==> config.mk <==
export PLATFORM = sky130hd
export DESIGN_NAME = serial_shifter_flat
export DESIGN_NICKNAME = d
export VERILOG_FILES = /design/src/rtl/serial_shifter_if.sv /design/src/rtl/serial_shifter.sv /design/src/flat_wrapper.sv
export SDC_FILE = /design/constraint.sdc
export NUM_CORES = 1
export LEC_CHECK = 0
export CORE_MARGIN = 3
export CORE_UTILIZATION = 25
export CTS_CLUSTER_SIZE = 28
export DETAILED_ROUTE_END_ITERATION = 10
export HOLD_SLACK_MARGIN = 0.08
export PLACE_DENSITY = 0.47
export SYNTH_ARGS = -nofsm -noshare
export SYNTH_HDL_FRONTEND = slang
export SYNTH_HIERARCHICAL = 1
export SYNTH_SLANG_ARGS = --single-unit
==> constraint.sdc <==
create_clock -name clk -period 3.9 [get_ports clk]
set_clock_uncertainty 0.05 [all_clocks]
set_input_delay 0.78 -clock clk [delete_from_list [all_inputs] [get_ports clk]]
set_output_delay 0.78 -clock clk [all_outputs]
set_load 0.005 [all_outputs]
==> src/rtl/serial_shifter_if.sv <==
// Handshake and data bundle for serial_shifter.
// The requester drives the operands and start; the shifter returns status and result.
interface serial_shifter_if #(
  parameter int WIDTH = 32,
  parameter int SHW   = 5
);
  logic             start;
  logic [1:0]       op;
  logic [WIDTH-1:0] din;
  logic [SHW-1:0]   shamt;
  logic             busy;
  logic             done;
  logic [WIDTH-1:0] dout;
  logic             cout;

  modport master (output start, op, din, shamt, input busy, done, dout, cout);
  modport slave  (input start, op, din, shamt, output busy, done, dout, cout);
endinterface

==> src/rtl/serial_shifter.sv <==
// Sequential shifter: one bit position per clock through a 4:1 select cell per slice.
// state   | meaning
// S_IDLE  | waiting for start, result held
// S_SHIFT | one shift per edge until count reaches zero
// S_DONE  | result valid for one cycle, start accepted back-to-back

module mux41_1 (
  input  logic [1:0] sel_i,
  input  logic       a_i,
  input  logic       b_i,
  input  logic       c_i,
  input  logic       d_i,
  output logic       y_o
);
  always_comb begin
    y_o = a_i;
    case (sel_i)
      2'b00:   y_o = a_i;
      2'b01:   y_o = b_i;
      2'b10:   y_o = c_i;
      default: y_o = d_i;
    endcase
  end
endmodule

module serial_shifter #(
  parameter int WIDTH = 32,
  parameter int SHW   = 5
) (
  input  logic             clk,
  input  logic             rst,
  serial_shifter_if.slave  bus
);
  typedef enum logic [1:0] {S_IDLE, S_SHIFT, S_DONE} state_t;

  state_t           state_q, state_d;
  logic [WIDTH-1:0] data_q, data_d;
  logic [SHW-1:0]   count_q, count_d;
  logic [1:0]       op_q, op_d;
  logic             cout_q, cout_d;
  logic [WIDTH-1:0] mux_out;

  for (genvar i = 0; i < WIDTH; i++) begin : g_slice
    logic b_in, c_in, d_in;
    if (i == 0) begin : g_lsb
      assign b_in = 1'b0;
    end else begin : g_mid_b
      assign b_in = data_q[i-1];
    end
    // The MSB slice feeds zero for logical right and itself for arithmetic right.
    if (i == WIDTH-1) begin : g_msb
      assign c_in = 1'b0;
      assign d_in = data_q[WIDTH-1];
    end else begin : g_mid_cd
      assign c_in = data_q[i+1];
      assign d_in = data_q[i+1];
    end
    mux41_1 u_mux (
      .sel_i (op_q),
      .a_i   (data_q[i]),
      .b_i   (b_in),
      .c_i   (c_in),
      .d_i   (d_in),
      .y_o   (mux_out[i])
    );
  end

  always_ff @(posedge clk or posedge rst) begin
    if (rst) begin
      state_q <= S_IDLE;
      data_q  <= '0;
      count_q <= '0;
      op_q    <= 2'b00;
      cout_q  <= 1'b0;
    end else begin
      state_q <= state_d;
      data_q  <= data_d;
      count_q <= count_d;
      op_q    <= op_d;
      cout_q  <= cout_d;
    end
  end

  always_comb begin
    state_d = state_q;
    data_d  = data_q;
    count_d = count_q;
    op_d    = op_q;
    cout_d  = cout_q;
    case (state_q)
      S_IDLE, S_DONE: begin
        if (bus.start) begin
          data_d  = bus.din;
          count_d = bus.shamt;
          op_d    = bus.op;
          cout_d  = 1'b0;
          if (bus.shamt == '0 || bus.op == 2'b00) state_d = S_DONE;
          else                                    state_d = S_SHIFT;
        end else begin
          state_d = S_IDLE;
        end
      end
      S_SHIFT: begin
        data_d  = mux_out;
        count_d = count_q - SHW'(1);
        cout_d  = (op_q == 2'b01) ? data_q[WIDTH-1] : data_q[0];
        if (count_q == SHW'(1)) state_d = S_DONE;
      end
      default: state_d = S_IDLE;
    endcase
  end

  assign bus.busy = (state_q == S_SHIFT);
  assign bus.done = (state_q == S_DONE);
  assign bus.dout = data_q;
  assign bus.cout = cout_q;
endmodule

==> src/flat_wrapper.sv <==
// flat-port wrapper written by rule: the top's interface ports become plain ports
module serial_shifter_flat 
#(
  parameter int WIDTH = 32,
  parameter int SHW   = 5
)
  (clk, rst, bus_start, bus_op, bus_din, bus_shamt, bus_busy, bus_done, bus_dout, bus_cout);
  serial_shifter_if #(.WIDTH(WIDTH), .SHW(SHW)) bus_i ();
  input  logic clk;
  input  logic rst;
  input wire logic [$bits(bus_i.start)-1:0] bus_start;
  input wire logic [$bits(bus_i.op)-1:0] bus_op;
  input wire logic [$bits(bus_i.din)-1:0] bus_din;
  input wire logic [$bits(bus_i.shamt)-1:0] bus_shamt;
  output wire logic [$bits(bus_i.busy)-1:0] bus_busy;
  output wire logic [$bits(bus_i.done)-1:0] bus_done;
  output wire logic [$bits(bus_i.dout)-1:0] bus_dout;
  output wire logic [$bits(bus_i.cout)-1:0] bus_cout;
  assign bus_i.start = bus_start;
  assign bus_i.op = bus_op;
  assign bus_i.din = bus_din;
  assign bus_i.shamt = bus_shamt;
  assign bus_busy = bus_i.busy;
  assign bus_done = bus_i.done;
  assign bus_dout = bus_i.dout;
  assign bus_cout = bus_i.cout;
  serial_shifter #(.WIDTH(WIDTH), .SHW(SHW)) u_core (.clk(clk), .rst(rst), .bus(bus_i));
endmodule
# Yosys cells after proc, flatten, opt, wreduce, memory -nomap -nowiden

Index checks and enable logic that the tools add are counted.

Bits in registers: 42
Input port bits: 42
Output and inout port bits: 35
Word-level logic and storage cells: 70

Add/subtract/negate cells: 1
Equal/unequal tests: 9
Muxes and demuxes: 43
Reductions and logical operators: 11

Operators with widths:

| kind                                                               | count |
|---|---|
| 1-bit case mux with 2 select lines                                 | 33 |
| 32-bit case mux with 2 select lines                                | 1 |
| 32-bit two-way mux                                                 | 1 |
| 5-bit case mux with 2 select lines                                 | 1 |
| 2-bit zero test                                                    | 3 |
| 2-bit two-way mux                                                  | 3 |
| 3-bit AND reduction                                                | 2 |
| 5-bit by 1-bit == test with 1-bit output, second input constant    | 1 |
| 5-bit zero test                                                    | 1 |
| 5-bit two-way mux                                                  | 1 |
| 5-bit by 1-bit subtractor with 5-bit output, second input constant | 1 |
| 2-bit by 1-bit == test with 1-bit output, second input constant    | 2 |
| 2-bit == test, second input constant                               | 2 |
| 2-bit != test, second input constant                               | 2 |
| 2-bit case mux with 2 select lines                                 | 1 |
| 2-bit AND reduction                                                | 2 |
| 3-bit by 1-bit != test with 1-bit output, second input constant    | 1 |
| 1-bit two-way mux                                                  | 2 |
| 2-bit by 1-bit != test with 1-bit output, second input constant    | 1 |
| 2-bit nonzero test                                                 | 1 |
| 2-bit OR reduction                                                 | 1 |
| 1-bit logical OR                                                   | 1 |

# Logic depth before layout (Yosys ltp)

Gate-level depths: netlist of the first run.

Depth after elaboration: 5
Depth in mapped cells: 6
Gate-level depth less buffers: 5

# Cells and area by module

Netlist of the first run, hierarchy kept.

Modules (own cells, without submodules):

| module         | instances | cells each | area each (um^2) | sequential area each (um^2) |
|---|---|---|---|---|
| serial_shifter | 1         | 233        | 1996.9           | 1051.0 |
| mux41_1        | 32        | 1          | 22.5             | 0.0 |

# Worst setup path after synthesis of the first run

Ideal clock, no wire load.

Path type: reg-to-reg
Start point: register u_core.op_q[0]
End point: register u_core.data_q[16] (netlist: u_core/bus.dout[16])
Data arrival time: 2.174 ns
Setup slack: 1.534 ns
Cell stages (with the launch flop): 4
Buffers on the path: 0
Cell sequence: dfrtp_1 > mux4_2 > nand2_1 > a31oi_1

Longest elaborated chain between the ends: 3
Elaborated cells between the ends (all ways): 6
Classes of those cells: 2 x eq/ne; 2 x mux; 2 x reduce/logical

RTL lines:

| item                                                                               | line                 | text |
|---|---|---|
| from (decl)                                                                        | serial_shifter.sv:39 | `logic [1:0] op_q, op_d;` |
| from (signal assigned)                                                             | serial_shifter.sv:79 | `op_q <= op_d;` |
| 2-bit by 1-bit == test with 1-bit output / 2-bit zero test (equally long branches) | serial_shifter.sv:17 | `case (sel_i)` |
| 1-bit case mux with 2 select lines *                                               | serial_shifter.sv:17 |  |
| via u_core.mux_out[16]                                                             | serial_shifter.sv:41 | `logic [WIDTH-1:0] mux_out;` |
| 32-bit case mux with 2 select lines *                                              | serial_shifter.sv:90 | `case (state_q)` |
| to (signal assigned)                                                               | serial_shifter.sv:77 | `data_q <= data_d;` |
| to (decl)                                                                          | serial_shifter.sv:37 | `logic [WIDTH-1:0] data_q, data_d;` |

The timed path passes the listed nets; every way through them passes the cells marked *.
A chain may end at the register's enable or synchronous reset.

# Worst setup path in the final report of the first run

Start point: input bus_start
End point: register u_core.count_q[3]

Longest elaborated chain between the ends: 2

RTL lines:

| item                                 | line                 | text |
|---|---|---|
| from (decl)                          | flat_wrapper.sv:11   | `input wire logic [$bits(bus_i.start)-1:0] bus_start;` |
| 2-bit != test (no source line)       | n/a                  |  |
| 2-bit AND reduction (no source line) | n/a                  |  |
| to (signal assigned)                 | serial_shifter.sv:78 | `count_q <= count_d;` |
| to (decl)                            | serial_shifter.sv:38 | `logic [SHW-1:0] count_q, count_d;` |

Every way passes these cells.

==> results.txt, run 1 <==
Status: complete, no violations
Ant diodes: 0
Post-CTS Hold Fix Bufs: 0
Yosys top cell area share: 38.7%
Clock tree buffer depth: 2
Starting Density: 26.0%
GRT overflow: 0
Root Driver: clkbuf_8
Crit path max fanout: 35
Yosys cell types: 30
Layout cells sized above 1: 14.5%
Worst VDD drop: 0.000341 V
Synth cell count leaders: 72 x nand2_1, 42 x dfrtp_1, 36 x nor2_1
Top FF cell, synth: dfrtp_1
Crit. End Element: flip-flop
Die X: 110 µm
Synth area leaders: dfrtp_1 39%, mux4_2 27%, nand2_1 9.9%
WL final: 7.43 mm
Htree depth: 2
Pre-CTS setup slack: 1.31 ns
CTS tree: yes
IO Count: 77
Post-route ant nets: 0
Final #Nets: 380
WL/cell: 15.7 µm
Vias per cell: 4.79
Lkg Pwr: 1.46 nW
First-pass GRT wire length: 12.0 mm
Syn-to-layout area delta: 36.6%
Syn avg cell area: 10.3 µm²
Drt pass-1 iters: 4
Seq/Total Area, Yosys: 38.7%
Worst skew pair latency: 0.30 ns
Clk sinks: 42
Post_cts resized: 0
IO Port Bufs: 76
Critical path type: input port to flip-flop
DR iter-0 viols: 101
Final Hold Vio Count: 0
Post-CTS setup buffers: 0
Die height: 110 µm
Clk slew on worst S/H paths: 0.08 ns
Number of flops mapped to enable cells by yosys: 0
Total Power: 3.26 mW
Max-slew violations: 0
Async S/R FF share, synth: 100%
Total CTS buffers: 5
PD cells: 879 nW/µm²
Largest area contributor in the netlist: dfrtp_1
RSZ-0062 raised after global routing: no
Vias in the first global route: 2275
Fin crit share: 57.8%
Post-route DRC: 0
Die area: 12200 µm²
Gp weighted congestion: 0.733
Post-synthesis cell area: 2720 µm²
CP Launch Type: input port
Rel. slew slack: 31.1%
TNS Setup: 0 ns
Register bit count reported by yosys: 42
Final setup fails: 0
Worst-margin pin slew: 1.03 ns
All-Layer GR Usage: 12.7%
Hpwl dp: 4.91 mm
Row count: 37
HP Class: flip-flop to flip-flop
Fmax: 444 MHz
Req. time, crit path: 4.02 ns
Worst Slack Setup Final: 1.65 ns
CORE AREA: 10500 µm²
Initial antenna violation count: 0
Count leader, synth: nand2_1
Synth Instances: 265
Final critical-path required period: 2.25 ns
Worst EP arrival: 2.38 ns
Max-Cap Viols: 0
# fillers: 1100
YS warnings: 6
Largest net degree at the start of global routing: 43
Via count: 2267
==> kinds of logic (layout without fill, tap and decap cells) <==
family	after synthesis	count (layout)	synth area share, %
other cells	1	2	0.138
fa+ha+maj	2	2	0.921
simple gates	118	118	17.5
buf+inv	23	94	3.87
flops	42	42	38.7
compound gates	43	43	10.7
mux	36	36	28.2
==> placed cells by master (no fill, tap or decap), types with 2 or more instances in the layout <==
| master | instances |
|---|---|
| inv_1 | 4 |
| nand2b_2 | 2 |
| a31oi_1 | 32 |
| nor2b_1 | 2 |
| conb_1 | 2 |
| a221o_1 | 2 |
| nor3b_1 | 2 |
| clkbuf_8 | 5 |
| buf_4 | 4 |
| dfrtp_1 | 41 |
| clkbuf_1 | 2 |
| mux4_2 | 32 |
| nor2_1 | 36 |
| ha_1 | 2 |
| clkdlybuf4s50_1 | 76 |
| nand2_1 | 72 |
| mux2i_1 | 3 |
==> registers in the layout, indices dropped and copies added, names as in the netlist <==
register / flops
u_core/count_q: 5
u_core/op_q: 2
u_core/bus.cout: 1
u_core/state_q: 2
u_core/bus.dout: 32
==> per-layer routing <==
layer	track usage (%)	part of all wire [%]	vias to the layer above
met2	20.1	46	55
li1	-	-	1114
met3	3.20	4.9	2
met1	17.8	48	1096
met5	0	0	-
met4	2.29	0.35	0
==> critical path, cell delays in order <==
cell and delay, ns:
clkdlybuf4s50_1 0.50, nand2b_2 0.38, mux2_4 0.42, a221o_1 0.29
==> path summary, 6_finish.rpt <==
check / from / to / slack, ns / depth (start not counted)
max: bus_start / u_core/count_q[3]$_DFFE_PP0P_ / 1.65 / 4
min: u_core/bus.cout$_DFFE_PP0P_ / u_core/bus.cout$_DFFE_PP0P_ / 0.48 / 1
max reg2reg: u_core/op_q[0]$_DFFE_PP0P_ / u_core/bus.dout[20]$_DFFE_PP0P_ / 1.87 / 3
min reg2reg: u_core/bus.cout$_DFFE_PP0P_ / u_core/bus.cout$_DFFE_PP0P_ / 0.48 / 1
max in group asynchronous: rst / u_core/op_q[0]$_DFFE_PP0P_ / 2.20 / 2
min in group asynchronous: rst / u_core/bus.dout[7]$_DFFE_PP0P_ / 0.96 / 2
==> per-stage QoR <==
stage | hold slack [ns] | util, % | cells | cell area, µm²
5_1_grt | 0.530 | 35.5 | 473 | 3710
6_report | 0.481 | 35.5 | 473 | 3710
3_5_place_dp | 0.477 | 34.5 | 465 | 3610
4_1_cts | 0.496 | 35.5 | 473 | 3710
2_1_floorplan | 0.429 | - | 266 | 2720
3_3_place_gp | 0.478 | 34.5 | 465 | 3610
==> layout make-up <==
cell class	count	area (µm²)	area share (%)
inverters	6	22.5	0.607
flip-flops and latches	42	1050	28.3
multi-input cells	201	1570	42.3
repair buffers	80	791	21.3
well taps	136	170	4.58
clock buffers	7	76.3	2.06
clock inverters	1	30.0	0.809
==> where the power goes <==
group,leakage [nW],total [mW],switching [mW],internal (mW)
clock network,0.0524,0.346,0.154,0.192
registers,0.492,1.07,0.397,0.670
logic,0.915,1.85,0.709,1.14
total,1.46,3.26,1.26,2.00
No activity file was read; power rests on OpenSTA's default activity.
==> run 2: changes to the inputs <==
==> constraint.sdc (replaced) <==
create_clock -name clk -period 2.2 [get_ports clk]
set_clock_uncertainty 0.05 [all_clocks]
set_input_delay 0.44 -clock clk [delete_from_list [all_inputs] [get_ports clk]]
set_output_delay 0.44 -clock clk [all_outputs]
set_load 0.005 [all_outputs]
==> run 2 against run 1 <==
  * Hold slack got worse by 0.035 ns
  * Via count increased by 1.6%
  * Final cell count is 1.3% higher
  * Global-route usage fell by 0.28 points
  * Critical path depth decreased by 1
  * Sequential power rose by 61%
  * Count of clock-buffer cells in the layout shrank 1
  * First-iteration DRC count fell by 31%
  * Sequential share of layout area fell by 0.37 points
==> results.txt, run 2 (synthesized netlist as in run 1, its figures left out) <==
Setup slack, reg-to-reg: 0.49 ns (was 1.87 ns)
First-pass GRT wire length: 11.7 mm (was 12.0 mm)
Post-route ant nets: 0 (unchanged)
CP Buf/Inv Count: 2 (was 1)
Most common cell after layout, fill and taps aside: clkdlybuf4s50_1 (unchanged)
CP max stage delay: 0.52 ns (was 0.50 ns)
Clk slew on worst S/H paths: 0.08 ns (about the same)
Die X: 110 µm (unchanged)
Largest net degree at the start of global routing: 40 (was 43)
WHS Endpoint: u_core/bus.cout$_DFFE_PP0P_ (unchanged)
Worst R2R End: u_core/count_q[3]$_DFFE_PP0P_ (was u_core/bus.dout[20]$_DFFE_PP0P_)
Layout cells sized above 1: 16.6% (was 14.5%)
Worst path cell trace: nand2b_2, clkinv_1, clkdlybuf4s50_1 (was clkdlybuf4s50_1, nand2b_2, mux2_4, a221o_1)
Worst EP arrival: 1.47 ns (was 2.38 ns)
Gp weighted congestion: 0.761 (was 0.733)
Via count: 2304 (was 2267)
Worst r2r path cells: 5 (was 3)
GRT overflow: 0 (unchanged)
PD cells: 1540 nW/µm² (was 879 nW/µm²)
Lkg Pwr: 1.49 nW (was 1.46 nW)
Clock tree buffer depth: 2 (unchanged)
Root Driver: clkbuf_8 (unchanged)
Hold-critical path depth: 1 (unchanged)
Max-slew violations: 0 (unchanged)
Post_cts resized: 0 (unchanged)
Worst VDD drop: 0.000504 V (was 0.000341 V)
Worst-margin pin slew: 0.555 ns (was 1.03 ns)
Final #Nets: 388 (was 380)
Vias per cell: 4.81 (was 4.79)
CORE AREA: 10500 µm² (unchanged)
Final setup fails: 0 (unchanged)
Total CTS buffers: 5 (unchanged)
Vias in the first global route: 2126 (was 2275)
Syn-to-layout area delta: 38.4% (was 36.6%)
IO Count: 77 (unchanged)
Total Power: 5.78 mW (was 3.26 mW)
CP max-delay cell: clkdlybuf4s50_1 (unchanged)
Post-CTS setup buffers: 0 (unchanged)
Starting Density: 26.0% (unchanged)
DR iter-0 viols: 70 (was 101)
Row count: 37 (unchanged)
RSZ-0062 raised after global routing: no (unchanged)
IO Port Bufs: 76 (unchanged)
Rel. slew slack: 62.9% (was 31.1%)
WL final: 7.39 mm (was 7.43 mm)
TNS Setup: 0 ns (unchanged)
Crit path max fanout: 3 (was 35)
CTS tree: yes (unchanged)
Most frequent cells in the layout: 76 x clkdlybuf4s50_1, 72 x nand2_1, 41 x dfrtp_1 (unchanged)
Final critical-path required period: 1.96 ns
CP Launch Type: flip-flop (was input port)
Clk sinks: 42 (unchanged)
Initial antenna violation count: 0 (unchanged)
Pre-CTS setup slack: 0.300 ns (was 1.31 ns)
Worst Slack Setup Final: 0.241 ns (was 1.65 ns)
All-Layer GR Usage: 12.4% (was 12.7%)
Post-route DRC: 0 (unchanged)
Register area: 1050 µm² (unchanged)
Crit. End Element: output port (was flip-flop)
Critical path type: flip-flop to output port (was input port to flip-flop)
Worst skew pair latency: 0.29 ns (was 0.30 ns)
HP Class: flip-flop to flip-flop (unchanged)
Critical hold path startpoint: u_core/bus.cout$_DFFE_PP0P_ (unchanged)
Multi-input gate area: 1570 µm² (unchanged)
Fin crit share: 89.1%
Die height: 110 µm (unchanged)
Htree depth: 2 (unchanged)
Post-CTS Hold Fix Bufs: 0 (unchanged)
Final Hold Vio Count: 0 (unchanged)
Fmax: 510 MHz
Drt pass-1 iters: 4 (unchanged)
Hpwl dp: 5.18 mm (was 4.91 mm)
Max-Cap Viols: 0 (unchanged)
# fillers: 1084 (was 1100)
Ant diodes: 0 (unchanged)
WL/cell: 15.4 µm (was 15.7 µm)
Die area: 12200 µm² (unchanged)
Critical path's top delay family: buffers and inverters (unchanged)
Req. time, crit path: 1.71 ns (was 4.02 ns)
R2R Path Start: u_core/state_q[1]$_DFFE_PP0P_ (was u_core/op_q[0]$_DFFE_PP0P_)
Status: complete, no violations (unchanged)
Max FFs per register: 32 (unchanged)
run 2: changes by cell type in the layout (fill, tap and decap cells not counted):
cell	change
buf_12	+1
clkbuf_8	+1
buf_4	+7
bufinv_16	-1
clkbuf_1	-2
run 2: worst register-to-register path: stages (launching register included):
cell      delay (ns)
dfrtp_1         0.37
nand2b_2        0.18
clkinv_1        0.10
buf_4           0.27
mux2_4          0.33
a221o_1         0.29
run 2: where the power goes:
group | total [mW] | internal, mW | switching [mW]
sequential | 1.72 | 1.19 | 0.525
clock | 0.509 | 0.243 | 0.266
combinational | 3.56 | 2.11 | 1.45
run 2: cell type report:
type                            instances  share of cell area (%)
Clock buffer                            6                    2.20
Inverter                                6                   0.599
Multi-Input combinational cell        201                    41.7
Sequential cell                        42                    28.0
Tap cell                              136                    4.52
Timing Repair Buffer                   88                    23.0
run 2: metal layers:
metal  part of all wire, %  wire (µm)  global-route usage (%)  vias to the layer above
li1                      -          -                       -                     1128
met1                    48       3580                    18.5                     1110
met2                    45       3340                    18.6                       60
met3                   5.6        412                    2.74                        6
met4                  0.81         60                    2.64                        0
met5                     0          0                       0                        -
run 2: worst max path at each step:
stage,from,to,slack (ns),depth (start not counted)
final,u_core/state_q[1]$_DFFE_PP0P_,bus_busy,0.24,3
after global routing,u_core/state_q[1]$_DFFE_PP0P_,bus_busy,0.17,3
after CTS,u_core/state_q[1]$_DFFE_PP0P_,bus_busy,0.20,3
after detailed placement,bus_start,u_core/count_q[2]$_DFFE_PP0P_,0.30,4
after global placement,bus_start,u_core/count_q[2]$_DFFE_PP0P_,0.32,4
after floorplan,u_core/op_q[0]$_DFFE_PP0P_,u_core/bus.dout[16]$_DFFE_PP0P_,0.36,3
run 2: through the flow:
step / cells / area (µm²) / util (%) / hold slack, ns
after global placement: 473 / 3680 / 35.2 / 0.427
after floorplan: 266 / 2720 / - / 0.429
after CTS: 479 / 3760 / 35.9 / 0.450
after global routing: 479 / 3760 / 35.9 / 0.478
final: 479 / 3760 / 35.9 / 0.446
after detailed placement: 473 / 3680 / 35.2 / 0.429
==> run 3: changes to the inputs <==
--- a/config.mk
+++ b/config.mk
@@ -7,6 +7,7 @@
 export LEC_CHECK = 0
 export CORE_MARGIN = 3
 export CORE_UTILIZATION = 25
+export CTS_BUF_LIST = sky130_fd_sc_hd__clkbuf_4 sky130_fd_sc_hd__clkbuf_8
 export CTS_CLUSTER_SIZE = 28
 export DETAILED_ROUTE_END_ITERATION = 10
 export HOLD_SLACK_MARGIN = 0.08
==> constraint.sdc (replaced) <==
create_clock -name clk -period 2.5 [get_ports clk]
set_clock_uncertainty 0.05 [all_clocks]
set_input_delay 0.5 -clock clk [delete_from_list [all_inputs] [get_ports clk]]
set_output_delay 0.5 -clock clk [all_outputs]
set_load 0.005 [all_outputs]
==> run 3 against run 2 <==
  * Largest power group unchanged
  * Final area increased by 1.0%
  * Highest routed layer unchanged
  * Flip-flop and latch count unchanged
  * Count of clock-buffer cells in the layout increased by 1
  * Final cell count decreased by 0.42%
  * Global-route usage increased by 0.14 points
==> results.txt, run 3 (synthesized netlist as in run 1, its figures left out) <==
Status: complete, no violations (unchanged)
Final Hold Vio Count: 0 (unchanged)
WL final: 7.31 mm (was 7.39 mm)
Die area: 12200 µm² (unchanged)
PD cells: 1370 nW/µm² (was 1540 nW/µm²)
Final #Nets: 384 (was 388)
Req. time, crit path: 1.95 ns (was 1.71 ns)
Row count: 37 (unchanged)
Max-slew violations: 0 (unchanged)
Vias in the first global route: 2270 (was 2126)
Htree depth: 2 (unchanged)
Worst R2R End: u_core/bus.dout[20]$_DFFE_PP0P_ (was u_core/count_q[3]$_DFFE_PP0P_)
WL/cell: 15.3 µm (was 15.4 µm)
Ant diodes: 0 (unchanged)
DR iter-0 viols: 68 (was 70)
WHS Endpoint: u_core/bus.cout$_DFFE_PP0P_ (unchanged)
Worst VDD drop: 0.000518 V (was 0.000504 V)
Final critical-path required period: 2.00 ns
Post-CTS setup buffers: 0 (unchanged)
Clk sinks: 42 (unchanged)
Critical path type: flip-flop to output port (unchanged)
Max FFs per register: 32 (unchanged)
R2R Path Start: u_core/op_q[0]$_DFFE_PP0P_ (was u_core/state_q[1]$_DFFE_PP0P_)
Total CTS buffers: 5 (unchanged)
Worst path cell trace: nand2b_2, clkinv_1, clkdlybuf4s50_1 (unchanged)
Layout cells sized above 1: 16.1% (was 16.6%)
CP Buf/Inv Count: 2 (unchanged)
HP Class: flip-flop to flip-flop (unchanged)
Clock tree buffer depth: 2 (unchanged)
Clk slew on worst S/H paths: 0.09 ns (was 0.08 ns)
RSZ-0062 raised after global routing: no (unchanged)
Vias per cell: 4.78 (was 4.81)
First-pass GRT wire length: 11.9 mm (was 11.7 mm)
Crit path max fanout: 3 (unchanged)
Post-CTS Hold Fix Bufs: 0 (unchanged)
Worst hold slack: 0.460 ns (was 0.446 ns)
Die X: 110 µm (unchanged)
Max-Cap Viols: 0 (unchanged)
Post-route ant nets: 0 (unchanged)
Syn-to-layout area delta: 39.8% (was 38.4%)
GRT overflow: 0 (unchanged)
Post-route DRC: 0 (unchanged)
CORE AREA: 10500 µm² (unchanged)
All-Layer GR Usage: 12.6% (was 12.4%)
CP max-delay cell: clkdlybuf4s50_1 (unchanged)
Via count: 2279 (was 2304)
Final setup fails: 0 (unchanged)
Die height: 110 µm (unchanged)
Lkg Pwr: 1.50 nW (was 1.49 nW)
Root Driver: clkbuf_8 (unchanged)
Largest net degree at the start of global routing: 69 (was 40)
Critical hold path startpoint: u_core/bus.cout$_DFFE_PP0P_ (unchanged)
CP max stage delay: 0.52 ns (about the same)
Most common cell after layout, fill and taps aside: clkdlybuf4s50_1 (unchanged)
TNS Setup: 0 ns (unchanged)
IO Count: 77 (unchanged)
Starting Density: 26.0% (unchanged)
Hpwl dp: 4.92 mm (was 5.18 mm)
Gp weighted congestion: 0.740 (was 0.761)
Fin crit share: 79.8%
Initial antenna violation count: 0 (unchanged)
# fillers: 1107 (was 1084)
Hold-critical path depth: 1 (unchanged)
Drt pass-1 iters: 4 (unchanged)
CTS tree: yes (unchanged)
Most frequent cells in the layout: 76 x clkdlybuf4s50_1, 72 x nand2_1, 41 x dfrtp_1 (unchanged)
Worst r2r path cells: 4 (was 5)
Worst EP arrival: 1.45 ns (was 1.47 ns)
IO Port Bufs: 76 (unchanged)
Fmax: 501 MHz
Worst skew pair latency: 0.30 ns (was 0.29 ns)
CP Launch Type: flip-flop (unchanged)
Critical path's top delay family: buffers and inverters (unchanged)
Post_cts resized: 0 (unchanged)
Setup slack, reg-to-reg: 0.79 ns (was 0.49 ns)
Crit. End Element: output port (unchanged)
## run 3: cell count changes in the layout (fill, tap and decap cells not counted)
cell	previous run	this run
bufinv_16	0	1
clkbuf_8	6	5
clkbuf_4	0	2
buf_4	11	4
buf_12	1	4
## run 3: report_power, final
part	switching, mW	internal, mW	total, mW
combinational	1.21	1.86	3.07
sequential	0.528	1.05	1.57
clock	0.249	0.321	0.571
## run 3: layout make-up
cell class / count / area [µm²] / area share [%]
Inverter: 6 / 22.5 / 0.593
Sequential cell: 42 / 1050 / 27.7
Tap cell: 136 / 170 / 4.48
Clock buffer: 7 / 83.8 / 2.21
Multi-Input combinational cell: 201 / 1570 / 41.3
Timing Repair Buffer: 84 / 871 / 22.9
Clock inverter: 1 / 30.0 / 0.790
## run 3: how the worst max path moves through the flow
stage / cells past startpoint / slack [ns] / endpoint / from
2_1_floorplan: 3 / 0.13 / u_core/bus.dout[16]$_DFFE_PP0P_ / u_core/op_q[0]$_DFFE_PP0P_
3_3_place_gp: 4 / 0.58 / u_core/count_q[2]$_DFFE_PP0P_ / bus_start
3_5_place_dp: 4 / 0.57 / u_core/count_q[2]$_DFFE_PP0P_ / bus_start
4_1_cts: 3 / 0.48 / bus_busy / u_core/state_q[1]$_DFFE_PP0P_
5_1_grt: 3 / 0.42 / bus_busy / u_core/state_q[1]$_DFFE_PP0P_
6_report: 3 / 0.50 / bus_busy / u_core/state_q[1]$_DFFE_PP0P_
## run 3: routing by layer
metal,wire (µm),global-route usage (%)
met1,3560,18.3
met2,3310,19.2
met3,388,2.91
met4,42,2.64
met5,0,0
## run 3: stage by stage
step	instances	util (%)	cell area, µm²	power, mW	setup slack [ns]
global placement	469	35.2	3690	4.65	0.583
detailed placement	469	35.2	3690	4.70	0.567
global route	477	36.3	3800	5.70	0.417
floorplan	266	-	2720	3.52	0.134
finish	477	36.3	3800	5.21	0.504
CTS	477	36.3	3800	5.29	0.478
